`config.mk`:
```
export PLATFORM = sky130hd
export DESIGN_NAME = glyph_sequencer
export DESIGN_NICKNAME = d
export VERILOG_FILES = /design/src/rtl/glyph_pkg.sv /design/src/rtl/glyph_rom.sv /design/src/rtl/glyph_sequencer.sv
export SDC_FILE = /design/constraint.sdc
export NUM_CORES = 1
export LEC_CHECK = 0
export CAP_MARGIN = 20
export CORE_MARGIN = 2
export CORE_UTILIZATION = 49
export CTS_CLUSTER_DIAMETER = 80
export DETAILED_ROUTE_END_ITERATION = 16
export PLACE_DENSITY = 0.79
export REMOVE_ABC_BUFFERS = 1
export SLEW_MARGIN = 15
export SYNTH_ARGS = -nofsm -noshare
export SYNTH_HDL_FRONTEND = slang
export SYNTH_SLANG_ARGS = --single-unit
```
`constraint.sdc`:
```
create_clock -name clk -period 4 [get_ports clk]
set_clock_uncertainty 0.2 [all_clocks]
set_input_delay 0.8 -clock clk [delete_from_list [all_inputs] [get_ports clk]]
set_output_delay 0.8 -clock clk [all_outputs]
set_load 0.01 [all_outputs]
```
`src/rtl/glyph_pkg.sv`:
```
// Shared types and constants for the 5x7 LED matrix glyph sequencer.
// Holds the state encoding, the 5-column font, the glyph codes and the
// message order, plus a helper that maps a message index to a glyph code.
package glyph_pkg;

    localparam int unsigned ROW_W      = 7;
    localparam int unsigned COL_W      = 5;
    localparam int unsigned IDX_W      = 2;
    localparam int unsigned NUM_GLYPHS = 3;

    typedef enum logic [0:0] {
        SHOW  = 1'b0,
        BLANK = 1'b1
    } state_e;

    // Glyph codes index the first dimension of FONT.
    localparam logic [IDX_W-1:0] GLYPH_A    = 2'd0;
    localparam logic [IDX_W-1:0] GLYPH_G    = 2'd1;
    localparam logic [IDX_W-1:0] GLYPH_ZERO = 2'd2;

    // Message order: position 0 is shown first.
    localparam logic [0:2][IDX_W-1:0] MSG_ORDER = '{GLYPH_A, GLYPH_G, GLYPH_ZERO};

    // Per-column row bytes, columns C1..C5, bit0 = L1.
    localparam logic [0:2][0:4][ROW_W-1:0] FONT = '{
        '{7'h00, 7'h6E, 7'h6E, 7'h6E, 7'h00},   // "A"
        '{7'h00, 7'h3E, 7'h3E, 7'h36, 7'h06},   // "G"
        '{7'h00, 7'h3E, 7'h3E, 7'h3E, 7'h00}    // "0"
    };

    // Message position to glyph code; unused positions map to "A".
    function automatic logic [IDX_W-1:0] msg_glyph(input logic [IDX_W-1:0] idx);
        logic [IDX_W-1:0] g;
        case (idx)
            2'd1:    g = MSG_ORDER[1];
            2'd2:    g = MSG_ORDER[2];
            default: g = MSG_ORDER[0];
        endcase
        return g;
    endfunction

endpackage

```
`src/rtl/glyph_rom.sv`:
```
// Combinational font lookup.
// Ports:
//   glyph  - glyph code (0..NUM_GLYPHS-1)
//   col    - one-hot column strobe, col[0] = C1
//   row_c  - 7-bit row pattern; 0 for zero/multi-hot columns or unknown glyphs
module glyph_rom
    import glyph_pkg::*;
(
    input  logic [IDX_W-1:0] glyph,
    input  logic [COL_W-1:0] col,
    output logic [ROW_W-1:0] row_c
);

    logic [2:0] col_idx;
    logic       col_ok;

    // One-hot column to column index; anything else is not a valid column.
    always_comb begin
        col_idx = 3'd0;
        col_ok  = 1'b0;
        case (col)
            5'b00001: begin col_idx = 3'd0; col_ok = 1'b1; end
            5'b00010: begin col_idx = 3'd1; col_ok = 1'b1; end
            5'b00100: begin col_idx = 3'd2; col_ok = 1'b1; end
            5'b01000: begin col_idx = 3'd3; col_ok = 1'b1; end
            5'b10000: begin col_idx = 3'd4; col_ok = 1'b1; end
            default:  begin col_idx = 3'd0; col_ok = 1'b0; end
        endcase
    end

    // Font read, dark when the column or glyph is out of range.
    always_comb begin
        row_c = '0;
        if (col_ok && (glyph < IDX_W'(NUM_GLYPHS))) begin
            row_c = FONT[glyph][col_idx];
        end
    end

endmodule

```
`src/rtl/glyph_sequencer.sv`:
```
// Row-data source for a 5x7 LED matrix. Walks a fixed message of glyphs,
// holding each for FRAMES_PER_CHAR frames followed by BLANK_FRAMES dark
// frames. Row and column are re-registered together so they stay aligned.
// Ports:
//   clk       - system clock
//   rst_n     - synchronous active-low reset
//   col       - one-hot column strobe from the scanner, col[0] = C1
//   en        - display enable; 0 freezes counters and darkens rows
//   col_q     - col delayed one cycle, drives the matrix columns
//   row       - row pattern aligned with col_q, row[0] = L1
//   char_idx  - message position currently shown
//   blanking  - 1 while in the BLANK state
module glyph_sequencer
    import glyph_pkg::*;
#(
    parameter int unsigned FRAMES_PER_CHAR = 50,
    parameter int unsigned BLANK_FRAMES    = 5,
    parameter int unsigned MSG_LEN         = 3
) (
    input  logic             clk,
    input  logic             rst_n,
    input  logic [COL_W-1:0] col,
    input  logic             en,
    output logic [COL_W-1:0] col_q,
    output logic [ROW_W-1:0] row,
    output logic [IDX_W-1:0] char_idx,
    output logic             blanking
);

    localparam int unsigned FMAX   = (FRAMES_PER_CHAR > BLANK_FRAMES) ? FRAMES_PER_CHAR : BLANK_FRAMES;
    localparam int unsigned FMAX2  = (FMAX > 2) ? FMAX : 2;
    localparam int unsigned FCNT_W = $clog2(FMAX2);

    localparam logic [FCNT_W-1:0] SHOW_LAST  = FCNT_W'(FRAMES_PER_CHAR - 1);
    localparam logic [FCNT_W-1:0] BLANK_LAST = FCNT_W'((BLANK_FRAMES > 0) ? (BLANK_FRAMES - 1) : 0);
    localparam logic [IDX_W-1:0]  CHAR_LAST  = IDX_W'(MSG_LEN - 1);

    localparam logic [0:0] S_SHOW  = 1'(SHOW);
    localparam logic [0:0] S_BLANK = 1'(BLANK);

    logic [0:0]        state_q, state_n;
    logic [FCNT_W-1:0] fcnt_q, fcnt_n;
    logic [IDX_W-1:0]  char_n;
    logic [IDX_W-1:0]  char_inc_c;
    logic              prev_c1_q;
    logic              primed_q, primed_n;
    logic              is_c1_c;
    logic              step_c;
    logic [IDX_W-1:0]  glyph_c;
    logic [ROW_W-1:0]  rom_row_c;
    logic [ROW_W-1:0]  row_d_c;

    // Frame boundary: rising edge of the C1 strobe, honoured only when enabled.
    assign is_c1_c = (col == 5'b00001);
    assign step_c  = is_c1_c && !prev_c1_q && en;

    assign char_inc_c = (char_idx == CHAR_LAST) ? '0 : (char_idx + IDX_W'(1));

    // Next-state logic. The first boundary after reset only opens frame 1
    // of glyph 0, so every glyph gets its full frame count.
    always_comb begin
        state_n  = state_q;
        fcnt_n   = fcnt_q;
        char_n   = char_idx;
        primed_n = primed_q;
        if (step_c) begin
            if (!primed_q) begin
                primed_n = 1'b1;
            end else begin
                case (state_q)
                    S_SHOW: begin
                        if (fcnt_q == SHOW_LAST) begin
                            fcnt_n = '0;
                            if (BLANK_FRAMES > 0) begin
                                state_n = S_BLANK;
                            end else begin
                                char_n = char_inc_c;
                            end
                        end else begin
                            fcnt_n = fcnt_q + FCNT_W'(1);
                        end
                    end
                    S_BLANK: begin
                        if (fcnt_q == BLANK_LAST) begin
                            state_n = S_SHOW;
                            fcnt_n  = '0;
                            char_n  = char_inc_c;
                        end else begin
                            fcnt_n = fcnt_q + FCNT_W'(1);
                        end
                    end
                    default: begin
                        state_n = S_SHOW;
                        fcnt_n  = '0;
                    end
                endcase
            end
        end
    end

    // Rows follow the next-state values so a new glyph starts on the
    // first column of its frame.
    assign glyph_c = msg_glyph(char_n);

    glyph_rom u_rom (
        .glyph (glyph_c),
        .col   (col),
        .row_c (rom_row_c)
    );

    assign row_d_c = (en && (state_n == S_SHOW)) ? rom_row_c : '0;

    // State, counters and aligned output registers.
    always_ff @(posedge clk) begin
        if (!rst_n) begin
            state_q   <= S_SHOW;
            fcnt_q    <= '0;
            char_idx  <= '0;
            primed_q  <= 1'b0;
            prev_c1_q <= 1'b0;
            col_q     <= '0;
            row       <= '0;
            blanking  <= 1'b0;
        end else begin
            state_q   <= state_n;
            fcnt_q    <= fcnt_n;
            char_idx  <= char_n;
            primed_q  <= primed_n;
            prev_c1_q <= is_c1_c;
            col_q     <= col;
            row       <= row_d_c;
            blanking  <= (state_n == S_BLANK);
        end
    end

endmodule

```
==> flow_metrics.tcl <==
set metrics [dict create \
    slowest_delay_ps 540 \
    cp-end-kind "flop" \
    setup_viol 0 \
    route.detailed.drc 0 \
    fp.dieW_um 50.18 \
    grt_pass1_wl_mm 3.415 \
    ant_nets 0 \
    firstDrtPassIters 4 \
    grt_pass1_vias 813 \
    worstSkewPairLatency_ps 300 \
    rows 16 \
    drv_slew 0 \
    syn2layout_area_growth_pct 24.07 \
    clock-root-buffer "clkbuf_4" \
    holdCritPathClass "flop to flop" \
    rsz0062_at_grt "no" \
    synth_top_family_by_area "simple AND/OR/NAND/NOR gates" \
    cts.sinks 21 \
    via_count 878 \
    viasPerCell 5.354 \
    routabilityCongestion 0.7863 \
    path_class "primary input to flop" \
    fin_ws_ps 562.2 \
    grt_max_degree 12 \
    synth-xor-area-share_pct 4.192 \
    track_usage_pct 17.61 \
    hold_violations 0 \
    clk_pin_slew_worst_paths_ps 110 \
    yosysWarnings 0 \
    hold_buffers 0 \
    status "completed" \
    cts_buffers 3 \
    fin_crit_sh_pct 85.94 \
    grt_overflow 0 \
    crit_path_start "col[4]" \
    synth_area_um2 1045 \
    place_ws_ps 265.4 \
    irDropWorstVdd_uv 189.6 \
    wl_met3_um 94 \
    start_util_pct 52.71 \
    cap_violations 0 \
    synth_cell_types 35 \
    die_area_um2 2518 \
    period_minus_slack_ps 3438 \
    clock.fmax_ghz 0.2909 \
    yosys.area_share.adder_pct 5.988 \
    ios 23 \
    top_layer "met4" \
    cp_max_fo 8 \
    cts_resized 0 \
    critPathArrivalTime_ps 3440 \
    htreeDepth 1 \
    powerDensity_nw_per_um2 269.0 \
    drt-met1-wl_um 926 \
    nNetsFinal 151 \
    postCtsSetupRepairBufs 0 \
    cts.path.max_buffers 2 \
    fp.coreArea_um2 1982 \
    drtIter0Drc 16 \
    diodes 0 \
    ys_seq_area_share_pct 40.24 \
    fp.dieH_um 50.18 \
    cp_cell_sequence "clkdlybuf4s50_1, and4bb_2, nand2_2, or4_4, and2_1, ha_1, and3b_1, o311a_1, o21ai_0, a21oi_1" \
    wire_per_inst_um 12.21 \
    p_leak_nw 0.4984 \
    syn_inst 114 \
    wl_mm 2.003 \
    antenna_found_initial 0 \
    crit_path_start_kind "primary input" \
    hp-start "primed_q" \
    tns_ps 0 \
    yosys.area_share.simple_pct 33.53 \
    wl_met2_um 955 \
    worst-endpoint-required_ps 4000 \
    io_buffers 21 \
    reg2reg_from "fcnt_q[2]" \
    drive_above_1_share_pct 8.759 \
    synth-compound-area-share_pct 10.30 \
    p_total_w 0.0003487 \
    cts_tree "yes" \
    hpwl_mm 1.573 \
    muxShareOfSynthArea_pct 0 \
    slowest_stage "clkdlybuf4s50_1" \
    fill_cells 159 \
    ys_ff_latch 21 \
    syn_area_per_cell_um2 9.164 \
]
-- sequential cells by signal, summed over array words and instances (netlist names) --
name,flops
char_idx,2
prev_c1_q,1
state_q,1
primed_q,1
fcnt_q,6
col_q,5
row,5
-- final timing paths --
kind / end / slack (ps) / cells past startpoint
hold reg to reg: primed_q / 290 / 1
setup reg to reg: row[2] / 1160 / 9
hold / removal: primed_q / 290 / 1
setup / recovery: row[2] / 560 / 10
-- cell usage after synthesis --
cell / n / area [um^2]
nor2_1: 7 / 26.28
conb_1: 1 / 3.750
nor4b_1: 1 / 8.760
nor3_1: 6 / 30.03
nand3_1: 6 / 30.03
dfxtp_1: 21 / 420.4
a211o_1: 1 / 8.760
nor4bb_1: 1 / 10.01
nand3b_1: 1 / 7.510
xnor2_1: 1 / 8.760
nor4b_4: 1 / 23.77
clkinv_1: 1 / 3.750
or3b_2: 1 / 8.760
a31o_2: 1 / 8.760
and2_1: 8 / 50.05
a21oi_1: 7 / 35.03
o21ai_0: 6 / 30.03
nand2b_1: 1 / 6.260
nor2b_1: 3 / 18.77
nand4bb_1: 1 / 11.26
a21boi_0: 1 / 7.510
nand2_2: 1 / 6.260
nor3b_1: 3 / 22.52
and4bb_2: 1 / 12.51
buf_6: 1 / 11.26
buf_4: 3 / 22.52
xor2_1: 4 / 35.03
and3b_1: 1 / 8.760
nand2_1: 4 / 15.01
and3_1: 5 / 31.28
or4_4: 2 / 22.52
ha_1: 5 / 62.56
o21a_1: 1 / 7.510
inv_1: 5 / 18.77
o311a_1: 1 / 10.01
-- stage by stage --
step / utilization, % / instances / hold WS (ps) / area, um^2
after global routing: 65.40 / 164 / 304.0 / 1296
after floorplan: - / 110 / 233.1 / 1011
after detailed placement: 64.08 / 160 / 265.4 / 1270
final: 65.40 / 164 / 294.9 / 1296
after global placement: 64.08 / 160 / 245.1 / 1270
after CTS: 65.40 / 164 / 291.3 / 1296
-- report_power, final --
group          leakage (nW)  total (W)  internal (W)  switching [W]
logic                 0.313  0.0000369     0.0000199      0.0000171
registers             0.171   0.000213      0.000213    0.000000959
clock network        0.0150  0.0000983     0.0000389      0.0000594
total                 0.498   0.000349      0.000271      0.0000774
-- cell usage in the layout, fill, tap and decap left out, types with 2 or more instances in the layout --
master            n
and3_1            5
nand3_1           6
nor2_1            7
or4_4             2
and2_1            8
inv_1             5
dfxtp_1          21
ha_1              5
o21ai_0           6
nor2b_1           3
clkdlybuf4s50_1  21
nor3b_1           3
a21oi_1           7
buf_4             2
nand2_1           4
nor3_1            6
xor2_1            4
clkbuf_4          3
-- logic make-up after synthesis --
family / after synthesis
AOI/OAI and AO/OA: 18
xor gates and xnor gates: 5
adders and majority gates: 5
buffers and inverters: 10
DFF: 21
other: 1
and+or+nand+nor: 54
-- cell type report --
class | count | area [um^2] | share of cell area (%)
Inverter | 6 | 22.52 | 1.737
Sequential cell | 21 | 420.4 | 32.43
Clock buffer | 4 | 26.28 | 2.027
Timing Repair Buffer | 23 | 225.2 | 17.37
Tap cell | 27 | 33.78 | 2.606
Multi-Input combinational cell | 83 | 568.0 | 43.82
-- layer usage --
metal	vias up	GRT usage [%]
li1	442	-
met2	22	30.26
met1	411	21.35
met5	-	0
met3	3	3.571
met4	0	6.944
-- worst max-delay path: cells and delay by family --
| family | cells | cell delay (ps) |
|---|---|---|
| simple gates | 5 | 1350 |
| buf+inv | 1 | 540 |
| compound gates | 3 | 520 |
| fa+ha+maj | 1 | 220 |
No activity file was read; power rests on OpenSTA's default activity.
==> RTL change (same settings) <==
Make the reset (`rst_n`) asynchronous in one clocked block. Comments in the files are not updated.
--- a/src/rtl/glyph_sequencer.sv
+++ b/src/rtl/glyph_sequencer.sv
@@ -113,3 +113,3 @@
     // State, counters and aligned output registers.
-    always_ff @(posedge clk) begin
+    always_ff @(posedge clk or negedge rst_n) begin
         if (!rst_n) begin
Behaviour: differs if rst_n is asserted again (counterexample within 4 cycles, from zero or initial values and one cycle with rst_n low); with rst_n held inactive, the same outputs for 10 cycles.
==> RTL change against the unedited design <==
Setup slack worse by 0.040 ns; critical path type unchanged; combinational power is 20% higher; total power up 6.1%; cell area fell by 0.19%; sequential cell count is the same; utilization is 0.13 points lower; register-to-register slack got worse by 0.02 ns; routed wire length about the same; sequential power increased by 6%; area after synthesis shrank 0.48%; sequential share of layout area up 8.2 points.
==> RTL change: results (changes against the unedited design) <==
Final Hold Slack=0.2892 ns (-0.005716 ns); Slew @ Worst Pin=0.9285 ns; reg2reg setup slack=1.14 ns (-0.02 ns); Reg2Reg Depth=9 (unchanged); nets=141 (-6.6%); 1st-iter DRT viols=5 (-11); clock buffer depth=2 (unchanged); Post-DP HPWL=1.537 mm (-2.3%); Worst-Skew Late Latency=0.31 ns; ys async rst share=100.0% (+100 points); crit path max fanout=8 (unchanged); worst min-delay path class=reg -> reg; TritonCTS buffer count=3 (unchanged); initial antenna violation count=0 (unchanged); antenna diode count=0 (unchanged); # resized after CTS=0 (unchanged); via count=814 (-7.3%); Post-CTS Setup Bufs=0 (unchanged); register area share after synthesis=50.54% (+10 points); Placed Area=0.001267 mm^2 (-0.20%); first drt pass iteration count=4 (unchanged); ANT nets after route=0 (unchanged); r2r endpoint=row[2]; number of distinct library cells after synthesis=37 (+5.7%); Syn. warnings=0 (unchanged); status=complete, no violations; maximum VDD drop=251.6 uV (+33%); clock root buffer=clkbuf_4; PortBufs=21 (unchanged); hold depth=1 (unchanged); Worst-path clk slew=0.11 ns (about the same); synth cell count leaders=dfrtp_1, nand2_1, inv_1, nor2_1, o21ai_0; RePlAce Congestion=0.7560 (-3.9%); layout cell share with drive strength beyond 1=6.349% (-2.4 points); Fill cells=165 (+3.8%); hold_sp=primed_q; Lkg Pwr=0.5543 nW (+11%); hold worst-path end=primed_q; GRT Util Overall=17.63% (+0.018 points); CTS H-Tree Depth=1 (unchanged); number of global-route vias before repair=729 (-10%); largest net degree at the start of global routing=22 (+10); largest cells by area after synthesis=dfrtp_1, ha_1, nand2_1; arrival time worst endpoint=3.48 ns (+0.04 ns); Worst R2R Start=fcnt_q[0]; first-pass GRT wire length=3.325 mm (-2.6%); Regs by FF count=fcnt_q x6, col_q x5, row x5; routed len/inst=13.08 um (+7.1%)
==> RTL change: changes by cell type after synthesis, sizes merged, moves of 3 or more <==
| cell | unedited run | this run |
|---|---|---|
| a21oi | 7 | 2 |
| and2 | 8 | 1 |
| and3 | 5 | 1 |
| dfrtp | 0 | 21 |
| dfxtp | 21 | 0 |
| nand2 | 5 | 11 |
| nand4 | 0 | 3 |
| nor2b | 3 | 0 |
| nor3b | 3 | 0 |
| xor2 | 4 | 0 |
==> RTL change: routing by layer <==
| metal | track usage (%) | vias to the layer above | wire, um | part of all wire (%) |
|---|---|---|---|---|
| met5 | 0 | - | 0 | 0 |
| met4 | 5.556 | 0 | 22 | 1.1 |
| met3 | 3.939 | 2 | 84 | 4.2 |
| met2 | 28.07 | 19 | 954 | 48 |
| met1 | 23.73 | 384 | 940 | 47 |
| li1 | - | 409 | - | - |
==> RTL change: through the flow <==
step	worst slack (ns)	util, %	power, mW	instances
finish	0.5227	65.28	0.3701	153
global route	0.3525	65.28	0.3904	153
CTS	0.5172	65.28	0.3738	153
detailed placement	0.2551	63.95	0.2744	149
global placement	0.4054	63.95	0.2725	149
floorplan	0.8028	-	0.2483	100
==> RTL change: how the worst max path moves through the flow <==
stage	from	endpoint	slack [ns]	depth (start not counted)
finish	col[3]	row[2]	0.52	9
global route	col[3]	row[2]	0.35	10
CTS	col[3]	row[2]	0.52	10
detailed placement	col[3]	row[2]	0.26	10
global placement	col[3]	row[2]	0.41	9
floorplan	col[3]	row[2]	0.80	8
==> RTL change: where the power goes <==
part / internal, mW / switching, mW / leakage, nW / total, mW
clock: 0.0389 / 0.0611 / 0.0150 / 0.100
combinational: 0.0211 / 0.0231 / 0.266 / 0.0442
sequential: 0.220 / 0.00597 / 0.273 / 0.226
==> RTL change: area by class of cell <==
cell class,count,share of cell area [%]
Sequential cell,21,40.62
Multi-Input combinational cell,72,35.88
Timing Repair Buffer,22,16.83
Tap cell,27,2.611
Clock buffer,4,2.031
Inverter,7,2.031
==> RTL change: logic make-up (layout without fill, tap and decap cells) <==
group / Yosys count / in the layout / synth area share, %
DFF: 21 / 21 / 50.54
muxes: 1 / 1 / 0.9627
and+or+nand+nor: 39 / 39 / 19.26
adders and majority gates: 6 / 6 / 7.220
other: 1 / 1 / 0.3607
buffers and inverters: 11 / 33 / 4.813
xor gates and xnor gates: 1 / 1 / 0.8425
AOI/OAI and AO/OA: 24 / 24 / 16.00
==> RTL change: critical path, stage by stage <==
cell and delay (ns):
clkdlybuf4s50_1 0.52, nor4b_2 0.32, nand4_1 0.13, or3_1 0.44, o21a_1 0.25, ha_1 0.24
a211oi_1 0.32, nand2_1 0.18, a221oi_2 0.27
